[config.mk]
export PLATFORM = sky130hd
export DESIGN_NAME = wb_merge_stage
export DESIGN_NICKNAME = d
export VERILOG_FILES = /design/src/rtl/wb_pkg.sv /design/src/rtl/wb_ll_fifo.sv /design/src/rtl/wb_merge_stage.sv
export SDC_FILE = /design/constraint.sdc
export NUM_CORES = 1
export LEC_CHECK = 0
export BUFFER_PORTS_ARGS = -buffer_cell sky130_fd_sc_hd__buf_2
export CORE_ASPECT_RATIO = 0.75
export CORE_MARGIN = 2
export CORE_UTILIZATION = 55
export CTS_CLUSTER_SIZE = 28
export DETAILED_ROUTE_END_ITERATION = 8
export GPL_TIMING_DRIVEN = 0
export MAX_ROUTING_LAYER = met4
export PLACE_DENSITY = 0.83
export SLEW_MARGIN = 20
export SYNTH_ARGS = -nofsm -noshare
export SYNTH_HDL_FRONTEND = slang
export SYNTH_HIERARCHICAL = 1
export SYNTH_SLANG_ARGS = --single-unit
[constraint.sdc]
create_clock -name clock -period 8 [get_ports clock]
set_clock_uncertainty 0.15 [all_clocks]
set_input_delay 1.2 -clock clock [delete_from_list [all_inputs] [get_ports clock]]
set_output_delay 1.2 -clock clock [all_outputs]
set_load 0.01 [all_outputs]
[src/rtl/wb_pkg.sv]
// Shared opcode constants, load-size decode and long-latency entry type for the writeback stage.
package wb_pkg;

    localparam logic [5:0] OP_LB  = 6'h20;
    localparam logic [5:0] OP_LH  = 6'h21;
    localparam logic [5:0] OP_LW  = 6'h23;
    localparam logic [5:0] OP_LBU = 6'h24;
    localparam logic [5:0] OP_LHU = 6'h25;

    typedef enum logic [1:0] {LD_B, LD_H, LD_W} ld_size_e;

    localparam int LL_DEST_W = 5;
    localparam int LL_DATA_W = 32;

    typedef struct packed {
        logic [LL_DEST_W-1:0] dest;
        logic [LL_DATA_W-1:0] value;
    } ll_entry_t;

    function automatic logic is_load(input logic [5:0] op);
        return (op == OP_LB) || (op == OP_LH) || (op == OP_LW) ||
               (op == OP_LBU) || (op == OP_LHU);
    endfunction

    function automatic ld_size_e load_size(input logic [5:0] op);
        case (op)
            OP_LB, OP_LBU: return LD_B;
            OP_LH, OP_LHU: return LD_H;
            default:       return LD_W;
        endcase
    endfunction

    function automatic logic load_signed(input logic [5:0] op);
        return (op == OP_LB) || (op == OP_LH);
    endfunction

endpackage

[src/rtl/wb_ll_fifo.sv]
// Synchronous FIFO for long-latency results; asynchronous reset empties it.
// With WB_PENDING_SB_EN defined it also keeps a registered bitmap of queued destinations.
module wb_ll_fifo
    import wb_pkg::*;
#(
    parameter type entry_t = ll_entry_t,
    parameter int  DEPTH   = 4,
    localparam int AW      = $clog2(DEPTH),
    localparam int CW      = AW + 1
) (
    input  logic          clock,
    input  logic          reset,
    input  logic          push_i,
    input  logic          pop_i,
    input  entry_t        data_i,
    output entry_t        head_o,
    output logic          full_o,
    output logic          empty_o,
    output logic [CW-1:0] count_o
`ifdef WB_PENDING_SB_EN
    ,
    output logic [31:0]   pending_o
`endif
);

    entry_t        mem_q [DEPTH];
    logic [AW-1:0] rd_q, wr_q;
    logic [CW-1:0] cnt_q, cnt_d;
    logic          do_push, do_pop;

    assign full_o  = (cnt_q == CW'(DEPTH));
    assign empty_o = (cnt_q == '0);
    assign count_o = cnt_q;
    assign head_o  = mem_q[rd_q];
    assign do_pop  = pop_i & ~empty_o;
    assign do_push = push_i & (~full_o | do_pop);

    always_comb begin
        case ({do_push, do_pop})
            2'b10:   cnt_d = cnt_q + CW'(1);
            2'b01:   cnt_d = cnt_q - CW'(1);
            default: cnt_d = cnt_q;
        endcase
    end

    always_ff @(posedge clock or posedge reset) begin
        if (reset) begin
            rd_q  <= '0;
            wr_q  <= '0;
            cnt_q <= '0;
        end else begin
            if (do_push) wr_q <= wr_q + AW'(1);
            if (do_pop)  rd_q <= rd_q + AW'(1);
            cnt_q <= cnt_d;
        end
    end

    always_ff @(posedge clock) begin
        if (do_push) mem_q[wr_q] <= data_i;
    end

`ifdef WB_PENDING_SB_EN
    logic [31:0]   pend_q, pend_d;
    logic [AW-1:0] age;

    // Bitmap of the queue contents as they will stand after this edge.
    always_comb begin
        pend_d = '0;
        age    = '0;
        for (int i = 0; i < DEPTH; i++) begin
            age = AW'(i) - rd_q;
            if (({1'b0, age} < cnt_q) && !(do_pop && (AW'(i) == rd_q)))
                pend_d[mem_q[i].dest] = 1'b1;
        end
        if (do_push) pend_d[data_i.dest] = 1'b1;
        pend_d[0] = 1'b0;
    end

    always_ff @(posedge clock or posedge reset) begin
        if (reset) pend_q <= '0;
        else       pend_q <= pend_d;
    end

    assign pending_o = pend_q;
`endif

endmodule

[src/rtl/wb_merge_stage.sv]
// Writeback merge: MEM/WB pipe result and queued long-latency results share one RF write port.
// Define WB_PENDING_SB_EN to drive ll_pending from a queued-destination scoreboard.
module wb_merge_stage
    import wb_pkg::*;
#(
    parameter int DATA_W       = 32,
    parameter int NUM_LL_CH    = 2,
    parameter int LL_DEPTH     = 4,
    parameter int STARVE_LIMIT = 8
) (
    input  logic                        clock,
    input  logic                        reset,
    input  logic                        mem_valid,
    input  logic [1:0]                  mem_type,
    input  logic [5:0]                  mem_op,
    input  logic [DATA_W-1:0]           mem_result,
    input  logic [DATA_W-1:0]           mem_data,
    input  logic [1:0]                  mem_byte_off,
    input  logic [4:0]                  mem_dest,
    input  logic [NUM_LL_CH-1:0]        ll_valid,
    input  logic [NUM_LL_CH*5-1:0]      ll_dest,
    input  logic [NUM_LL_CH*DATA_W-1:0] ll_value,
    output logic [NUM_LL_CH-1:0]        ll_ready,
    output logic [4:0]                  wb_dest,
    output logic [DATA_W-1:0]           wb_value,
    output logic                        wb_we,
    output logic                        wb_stall_req,
    output logic [$clog2(LL_DEPTH):0]   ll_count,
    output logic [31:0]                 ll_pending
);

    localparam int PW = (NUM_LL_CH > 1) ? $clog2(NUM_LL_CH) : 1;
    localparam int SW = $clog2(STARVE_LIMIT + 1);

    typedef struct packed {
        logic [4:0]        dest;
        logic [DATA_W-1:0] value;
    } entry_t;

    logic [4:0]        wb_dest_q, wb_dest_d;
    logic [DATA_W-1:0] wb_value_q, wb_value_d;
    logic              wb_we_q, wb_we_d;
    logic              stall_q, stall_d;
    logic [PW-1:0]     rr_q, rr_d, grant, idx;
    logic [SW-1:0]     starve_q, starve_d;
    logic              pipe_wr, pop, push, found, full, empty, blocked;
    entry_t            head, push_data;
    logic              unused_type;

    assign unused_type = mem_type[0];

    function automatic logic [DATA_W-1:0] load_value(input logic [5:0] op,
                                                     input logic [DATA_W-1:0] result,
                                                     input logic [DATA_W-1:0] data,
                                                     input logic [1:0] off);
        logic [7:0]  b;
        logic [15:0] h;
        b = data[{off, 3'b000} +: 8];
        h = data[{off[1], 4'b0000} +: 16];
        if (!is_load(op)) return result;
        case (load_size(op))
            LD_B:    return load_signed(op) ? {{(DATA_W-8){b[7]}}, b} : {{(DATA_W-8){1'b0}}, b};
            LD_H:    return load_signed(op) ? {{(DATA_W-16){h[15]}}, h} : {{(DATA_W-16){1'b0}}, h};
            default: return data;
        endcase
    endfunction

    assign pipe_wr = mem_valid & mem_type[1] & ~stall_q;
    assign pop     = ~empty & ~pipe_wr;
    assign blocked = ~empty & ~pop;

    // Round-robin grant starting at the pointer; payload muxed from the granted channel.
    always_comb begin
        found     = 1'b0;
        grant     = '0;
        idx       = '0;
        push_data = '0;
        for (int k = 0; k < NUM_LL_CH; k++) begin
            idx = PW'((int'(rr_q) + k) % NUM_LL_CH);
            if (!found && ll_valid[idx]) begin
                found = 1'b1;
                grant = idx;
            end
        end
        for (int c = 0; c < NUM_LL_CH; c++) begin
            if (PW'(c) == grant) begin
                push_data.dest  = ll_dest[5*c +: 5];
                push_data.value = ll_value[DATA_W*c +: DATA_W];
            end
        end
    end

    assign push = found & (~full | pop) & ~reset;

    always_comb begin
        ll_ready = '0;
        if (push) ll_ready[grant] = 1'b1;
    end

    always_comb begin
        wb_dest_d  = wb_dest_q;
        wb_value_d = wb_value_q;
        wb_we_d    = 1'b0;
        if (pipe_wr) begin
            wb_dest_d  = mem_dest;
            wb_value_d = load_value(mem_op, mem_result, mem_data, mem_byte_off);
            wb_we_d    = |mem_dest;
        end else if (pop) begin
            wb_dest_d  = head.dest;
            wb_value_d = head.value;
            wb_we_d    = |head.dest;
        end
    end

    // The stall fires on the edge the counter reaches the limit; the forced pop then clears it.
    always_comb begin
        rr_d     = push ? PW'((int'(grant) + 1) % NUM_LL_CH) : rr_q;
        starve_d = '0;
        if (blocked)
            starve_d = (starve_q == SW'(STARVE_LIMIT)) ? starve_q : starve_q + SW'(1);
        stall_d  = blocked & (starve_q == SW'(STARVE_LIMIT - 1));
    end

    always_ff @(posedge clock or posedge reset) begin
        if (reset) begin
            wb_dest_q  <= '0;
            wb_value_q <= '0;
            wb_we_q    <= 1'b0;
            stall_q    <= 1'b0;
            rr_q       <= '0;
            starve_q   <= '0;
        end else begin
            wb_dest_q  <= wb_dest_d;
            wb_value_q <= wb_value_d;
            wb_we_q    <= wb_we_d;
            stall_q    <= stall_d;
            rr_q       <= rr_d;
            starve_q   <= starve_d;
        end
    end

    wb_ll_fifo #(
        .entry_t (entry_t),
        .DEPTH   (LL_DEPTH)
    ) u_fifo (
        .clock     (clock),
        .reset     (reset),
        .push_i    (push),
        .pop_i     (pop),
        .data_i    (push_data),
        .head_o    (head),
        .full_o    (full),
        .empty_o   (empty),
        .count_o   (ll_count)
`ifdef WB_PENDING_SB_EN
        ,
        .pending_o (ll_pending)
`endif
    );

`ifndef WB_PENDING_SB_EN
    assign ll_pending = '0;
`endif

    assign wb_dest      = wb_dest_q;
    assign wb_value     = wb_value_q;
    assign wb_we        = wb_we_q;
    assign wb_stall_req = stall_q;

endmodule

# Word-level counts from Yosys, hierarchy flattened
# Memory sizes are Yosys's and may differ from the RTL's.
# Index checks and enable logic that the tools add are counted.
# classes
addsub,7
n_lt_le_gt_ge,4
div_mod_pow,0
multipliers,0
bitwise_logic,17
n_reduce_logical,15
n_eq_ne,12
shift,2
muxes,33
# op_table
cell,n
two-way mux 32 bit,6
one-hot mux 32 bit (2 select lines),1
two-way mux 37 bit,1
variable part select 32 x 6 -> 16 bit,1
variable part select 32 x 6 -> 8 bit,1
== test 6 bit (second input constant),5
two-way mux 1 bit,15
two-way mux 5 bit,2
OR reduction 5 bit,2
AND 1 bit,9
two-way mux 4 bit,2
< comparator 1 x 2 -> 1 bit (second input constant),3
two-way mux 2 bit,3
inverter 1 bit,6
one-hot mux 3 bit (2 select lines),1
adder 2 x 1 -> 2 bit (second input constant),2
adder 4 x 1 -> 4 bit (second input constant),1
== test 2 x 1 -> 1 bit (second input constant),2
== test 4 x 3 -> 1 bit (second input constant),1
== test 4 bit (second input constant),1
logical OR 1 bit,4
one-hot mux 2 bit (2 select lines),1
nonzero test 2 bit,2
OR reduction 2 bit,2
13 further kinds,16
# totals
out_inout_bits,76
wordCells,100
in_bits,158
romBits,0
mem_bits_rw,148
latchBits,0
register_bits,51
n_memories,1
# mem_list
memory,depth,word_bits,rd,rd_ports_with_merged_regs,wr,line_no,text
u_fifo.mem_q,4,37,1,0,1,wb_ll_fifo.sv:26,entry_t mem_q [DEPTH];

# Longest topological paths before layout
# logic_depth
depth_word,13
mapped_depth,12
ltp_nobuf,10

# Cells and area by module
# Netlist, hierarchy kept.
# modules_own_cells
mod,area_each_um2,cells_per_inst,seq_area_each_um2,n_inst
wb_ll_fifo,5848.1,244,4619.4,1
wb_merge_stage,3832.4,412,1101.1,1

# Worst setup path after synthesis
# No wires, ideal clock.
# synth_path
kind,input port to flip-flop
start,in reset
end,mem u_fifo/mem_q[0][0] in the netlist's numbering (enable)
cell_stages,6
slack_ns,3.573
arrival_ns,3.879
required_time_ns,7.452
cell_sequence,inv_1 > nand2_1 > nor2_1 > buf_2 > nor2b_2 > and2_1
# synth_via
elab_chain_len,5
# synth_rtl
element,line_no,text
"start, declared",wb_merge_stage.sv:12,"input logic reset,"
inverter 1 bit,wb_merge_stage.sv:93,assign push = found & (~full | pop) & ~reset;
AND 1 bit,wb_merge_stage.sv:93,
named net push,wb_merge_stage.sv:46,"logic pipe_wr, pop, push, found, full, empty, blocked;"
AND 1 bit,wb_ll_fifo.sv:36,assign do_push = push_i & (~full_o | do_pop);
two-way mux 1 bit,wb_ll_fifo.sv:59,if (do_push) mem_q[wr_q] <= data_i;
two-way mux 1 bit (not written as such),wb_ll_fifo.sv:59,
"end, declared",wb_ll_fifo.sv:26,
# The timed path passes the listed nets, and every way through them passes these cells.

# Final worst setup path
# layout_path
start,in ll_valid[0]
end,out ll_ready[0]
# layout_via
elab_chain_len,11
# layout_rtl
element,line_no,text
"start, declared",wb_merge_stage.sv:20,"input logic [NUM_LL_CH-1:0] ll_valid,"
two-way mux 1 bit (not written as such) (2 in a row),wb_merge_stage.sv:80,if (!found && ll_valid[idx]) begin
two-way mux 1 bit,wb_merge_stage.sv:80,
logical NOT 1 bit,wb_merge_stage.sv:80,
logical AND 1 bit,wb_merge_stage.sv:80,
two-way mux 1 bit,wb_merge_stage.sv:80,
< comparator 1 x 2 -> 1 bit (not written as such) or greater-or-equal comparator 1 bit (tied branches),wb_merge_stage.sv:97,if (push) ll_ready[grant] = 1'b1;
logical AND 1 bit (not written as such),wb_merge_stage.sv:97,
two-way mux 1 bit (not written as such),wb_merge_stage.sv:97,
demux 1 bit (select 1 bit),wb_merge_stage.sv:97,
two-way mux 2 bit *,wb_merge_stage.sv:97,
"end, declared",wb_merge_stage.sv:23,"output logic [NUM_LL_CH-1:0] ll_ready,"
# Mark *: on every way between the ends. The rest lies on a longest branch, timed or not. The select of a mux whose other input is x is not followed.

==> metrics.txt <==
# TYPE chip_impl_metric gauge
chip_impl_info{name="outcome",value="finished, final reports clean"} 1
chip_impl_metric{name="synthesis.area_per_instance",unit="um2"} 14.8
chip_impl_info{name="post_synth_main_area_contributors",value="sky130_fd_sc_hd__edfxtp_1 46%, sky130_fd_sc_hd__dfrtp_1 13%, sky130_fd_sc_hd__mux4_2 10%"} 1
chip_impl_info{name="tritoncts",value="built"} 1
chip_impl_metric{name="instances_no_fill",unit=""} 1159
chip_impl_metric{name="crit_path_max_fanout",unit=""} 10
chip_impl_metric{name="cap_viol_max_count",unit=""} 0
chip_impl_metric{name="synth.distinct_cells",unit=""} 60
chip_impl_info{name="most_frequent_standard_cell_in_the_layout_excluding_fill_and_tap_cells",value="sky130_fd_sc_hd__buf_2"} 1
chip_impl_metric{name="rows",unit=""} 41
chip_impl_metric{name="powerDensity",unit="nW/um2"} 311
chip_impl_metric{name="slew_at_the_pin_with_the_worst_max_slew_slack",unit="ns"} 0.957
chip_impl_metric{name="required",unit="ns"} 6.65
chip_impl_info{name="path_class",value="in2out"} 1
chip_impl_metric{name="async_flop_share",unit=""} 0.256
chip_impl_info{name="min_path_type",value="reg2reg"} 1
chip_impl_metric{name="leakage",unit="nW"} 4.66
chip_impl_metric{name="setup-tns-final",unit="ns"} 0
chip_impl_metric{name="post_synth_instance_area",unit="um2"} 9680
chip_impl_metric{name="finalSetupViolations",unit=""} 0
chip_impl_info{name="r2r-end",value="u_fifo/count_o[1]"} 1
chip_impl_metric{name="worst_skew_pair.late_latency",unit="ns"} 0.44
chip_impl_metric{name="timing_hold_violations_final",unit=""} 0
chip_impl_info{name="worstHoldEndpoint",value="rr_q"} 1
chip_impl_info{name="cts_root_buffer",value="sky130_fd_sc_hd__clkbuf_16"} 1
chip_impl_metric{name="cts.reportedPaths.clkPinSlew",unit="ns"} 0.07
chip_impl_metric{name="cts_resized",unit=""} 0
chip_impl_info{name="yosys.area.top_type",value="sky130_fd_sc_hd__edfxtp_1"} 1
chip_impl_metric{name="finalHoldWorstSlack",unit="ns"} 0.368
chip_impl_metric{name="dp_hpwl",unit="um"} 19400
chip_impl_metric{name="timing.hold.worst_path_depth",unit=""} 1
chip_impl_metric{name="drtPass1Iterations",unit=""} 5
chip_impl_metric{name="timing.final.crit_share",unit=""} 0.573
chip_impl_metric{name="antenna_found_initial",unit=""} 0
chip_impl_metric{name="yosysWarnings",unit=""} 6
chip_impl_info{name="regToRegStartpoint",value="u_fifo/count_o[0]"} 1
chip_impl_info{name="timing.hold.worst.start",value="rr_q"} 1
chip_impl_metric{name="cts_setup_buffers",unit=""} 0
chip_impl_metric{name="post_drt_wl_per_cell",unit="um"} 22.6
chip_impl_metric{name="ios",unit=""} 234
chip_impl_info{name="critPathCaptureType",value="output pin"} 1
chip_impl_metric{name="grt.overflow.total",unit=""} 0
chip_impl_metric{name="final_slew_violations",unit=""} 0
chip_impl_metric{name="yosys_register_bits",unit=""} 199
chip_impl_metric{name="fmax",unit="MHz"} 218
chip_impl_metric{name="total_power",unit="mW"} 3.66
chip_impl_metric{name="dr.first_iter.drc_count",unit=""} 861
chip_impl_metric{name="worst-r2r-setup-slack",unit="ns"} 4.26
chip_impl_metric{name="slew_headroom",unit=""} 0.355
chip_impl_metric{name="first_pass_grt_wire_length",unit="um"} 39800
chip_impl_metric{name="htree_num_levels",unit=""} 4
chip_impl_info{name="ys_dominant_reg_cell",value="sky130_fd_sc_hd__edfxtp_1"} 1
chip_impl_metric{name="routed_via_density",unit=""} 6.04
chip_impl_metric{name="placement.io_buffers",unit=""} 199
chip_impl_info{name="setup_repair_after_global_routing_missed_its_margin",value="false"} 1
chip_impl_info{name="layout_common_cells",value="216 x sky130_fd_sc_hd__buf_2, 148 x sky130_fd_sc_hd__edfxtp_1, 51 x sky130_fd_sc_hd__dfrtp_1"} 1
chip_impl_metric{name="cts.sink_count",unit=""} 199
chip_impl_metric{name="route.vias.total",unit=""} 6998
chip_impl_metric{name="timing.critical_path.arrival",unit="ns"} 3.23
chip_impl_metric{name="holdBufCountCts",unit=""} 0
chip_impl_metric{name="grt_start_max_net_pins",unit=""} 29
chip_impl_metric{name="cell_depth_of_the_worst_flop_to_flop_path",unit=""} 12
chip_impl_metric{name="die_w",unit="um"} 157
chip_impl_metric{name="globalRouteTotalUtil",unit=""} 0.299
chip_impl_metric{name="vdd.ir_drop.worst",unit="mV"} 0.137
chip_impl_metric{name="route.final.wire_length",unit="um"} 26200
chip_impl_metric{name="synthToLayoutAreaGrowth",unit="%"} 21.5
chip_impl_metric{name="core-area",unit="um2"} 17000
chip_impl_metric{name="ys_seq_area_frac",unit=""} 0.591
chip_impl_info{name="timing.critical_path.from_type",value="primary input"} 1
chip_impl_metric{name="min_period",unit="ns"} 4.58
chip_impl_metric{name="cts_buffers",unit=""} 17
chip_impl_metric{name="ant_nets",unit=""} 0
chip_impl_metric{name="antennaDiodeCount",unit=""} 0
chip_impl_metric{name="synth_enable_flop_cells",unit=""} 148
chip_impl_metric{name="synthDominantCellAreaShare",unit=""} 0.459
chip_impl_metric{name="grt_pass1_vias",unit=""} 6897
chip_impl_metric{name="initial_core_util",unit=""} 0.568
chip_impl_metric{name="finalWeightedCongestion",unit=""} 0.948
chip_impl_metric{name="drc_errors",unit=""} 0
chip_impl_metric{name="drive_above_1_share",unit=""} 0.421
chip_impl_metric{name="total_die_area",unit="um2"} 18700
chip_impl_metric{name="number_of_buffers_on_the_longest_clock_path",unit=""} 2
chip_impl_metric{name="placed_cells_incl_taps",unit=""} 1127
chip_impl_metric{name="number_of_instances_in_the_synthesized_netlist",unit=""} 656
chip_impl_metric{name="die_h",unit="um"} 119
chip_impl_metric{name="final_nets",unit=""} 1075
[flip-flops by register name (all words and copies together), names as in the netlist]
register	cells
u_fifo/mem_q	148
u_fifo/rd_q	2
rr_q	1
wb_we	1
u_fifo/count_o	3
starve_q	4
wb_dest	5
wb_value	32
u_fifo/wr_q	2
wb_stall_req	1
[critical path: stages]
cell	delay, ns
sky130_fd_sc_hd__buf_2	0.09
sky130_fd_sc_hd__inv_1	0.04
sky130_fd_sc_hd__o21ai_0	0.74
sky130_fd_sc_hd__buf_2	0.45
sky130_fd_sc_hd__buf_2	0.33
sky130_fd_sc_hd__nor3b_1	0.21
sky130_fd_sc_hd__buf_2	0.16
[worst max-delay path by stage]
stage | start | to | cells past startpoint
global route | ll_valid[0] | ll_ready[0] | 7
finish | ll_valid[0] | ll_ready[0] | 7
CTS | ll_valid[0] | ll_ready[0] | 7
detailed placement | ll_valid[0] | ll_ready[0] | 7
floorplan | reset | u_fifo/mem_q[0][0] | 6
global placement | reset | u_fifo/mem_q[3][20] | 7
[layer usage]
layer,GRT usage,routed length [um]
met2,0.436,12000
met1,0.409,10400
met3,0.0906,3150
met5,-,0
met4,0.0966,684
[area by class of cell]
class | count | area [um2]
buffer | 76 | 453
clock buffer | 18 | 429
clock inverter | 14 | 138
fill | 1181 | 5270
inverter | 13 | 48.8
multi-input combinational | 399 | 3580
sequential | 199 | 5720
tap | 236 | 295
timing repair buffer | 204 | 1100
[stage by stage]
stage / setup slack, ns / utilization / area, um2
5_1_grt: 3.24 / 0.690 / 11800
6_report: 3.42 / 0.690 / 11800
3_3_place_gp: 2.11 / 0.651 / 11100
2_1_floorplan: 3.57 / - / 9800
3_5_place_dp: 3.32 / 0.657 / 11200
4_1_cts: 3.31 / 0.690 / 11800
[synthesized netlist by cell type, drive strengths merged (3+ instances only)]
master and number:
buf 59, o221ai 12, nor3 5, and2 4, a21oi 12, mux4 43
nor3b 3, a22oi 8, a221oi 16, nor2 11, o211ai 7, xnor2 4
clkbuf 17, xor2 4, mux2 44, dfrtp 51, a211oi 3, inv 13
nand3 10, mux2i 38, a21o 6, ha 6, and3 7, edfxtp 148
o21ai 23, o31ai 10, nor2b 13, or4 4, nand2 36, o22ai 12
nand2b 4
[power breakdown]
part | switching (mW) | internal, mW
Sequential | 0.121 | 1.39
Clock | 0.402 | 0.413
Combinational | 0.723 | 0.611
Total | 1.25 | 2.41
[cells by family (layout without fill, tap and decap cells)]
logic type / after synthesis / count (layout) / share of synthesized area
compound gates: 117 / 117 / 0.0856
xor+xnor: 8 / 8 / 0.00724
fa+ha+maj: 7 / 7 / 0.00982
buf+inv: 89 / 325 / 0.0518
flops: 199 / 199 / 0.591
mux: 125 / 125 / 0.191
other cells: 1 / 32 / 0.000387
simple gates: 110 / 110 / 0.0637
Note: power is estimated with default switching activity, not from simulation.
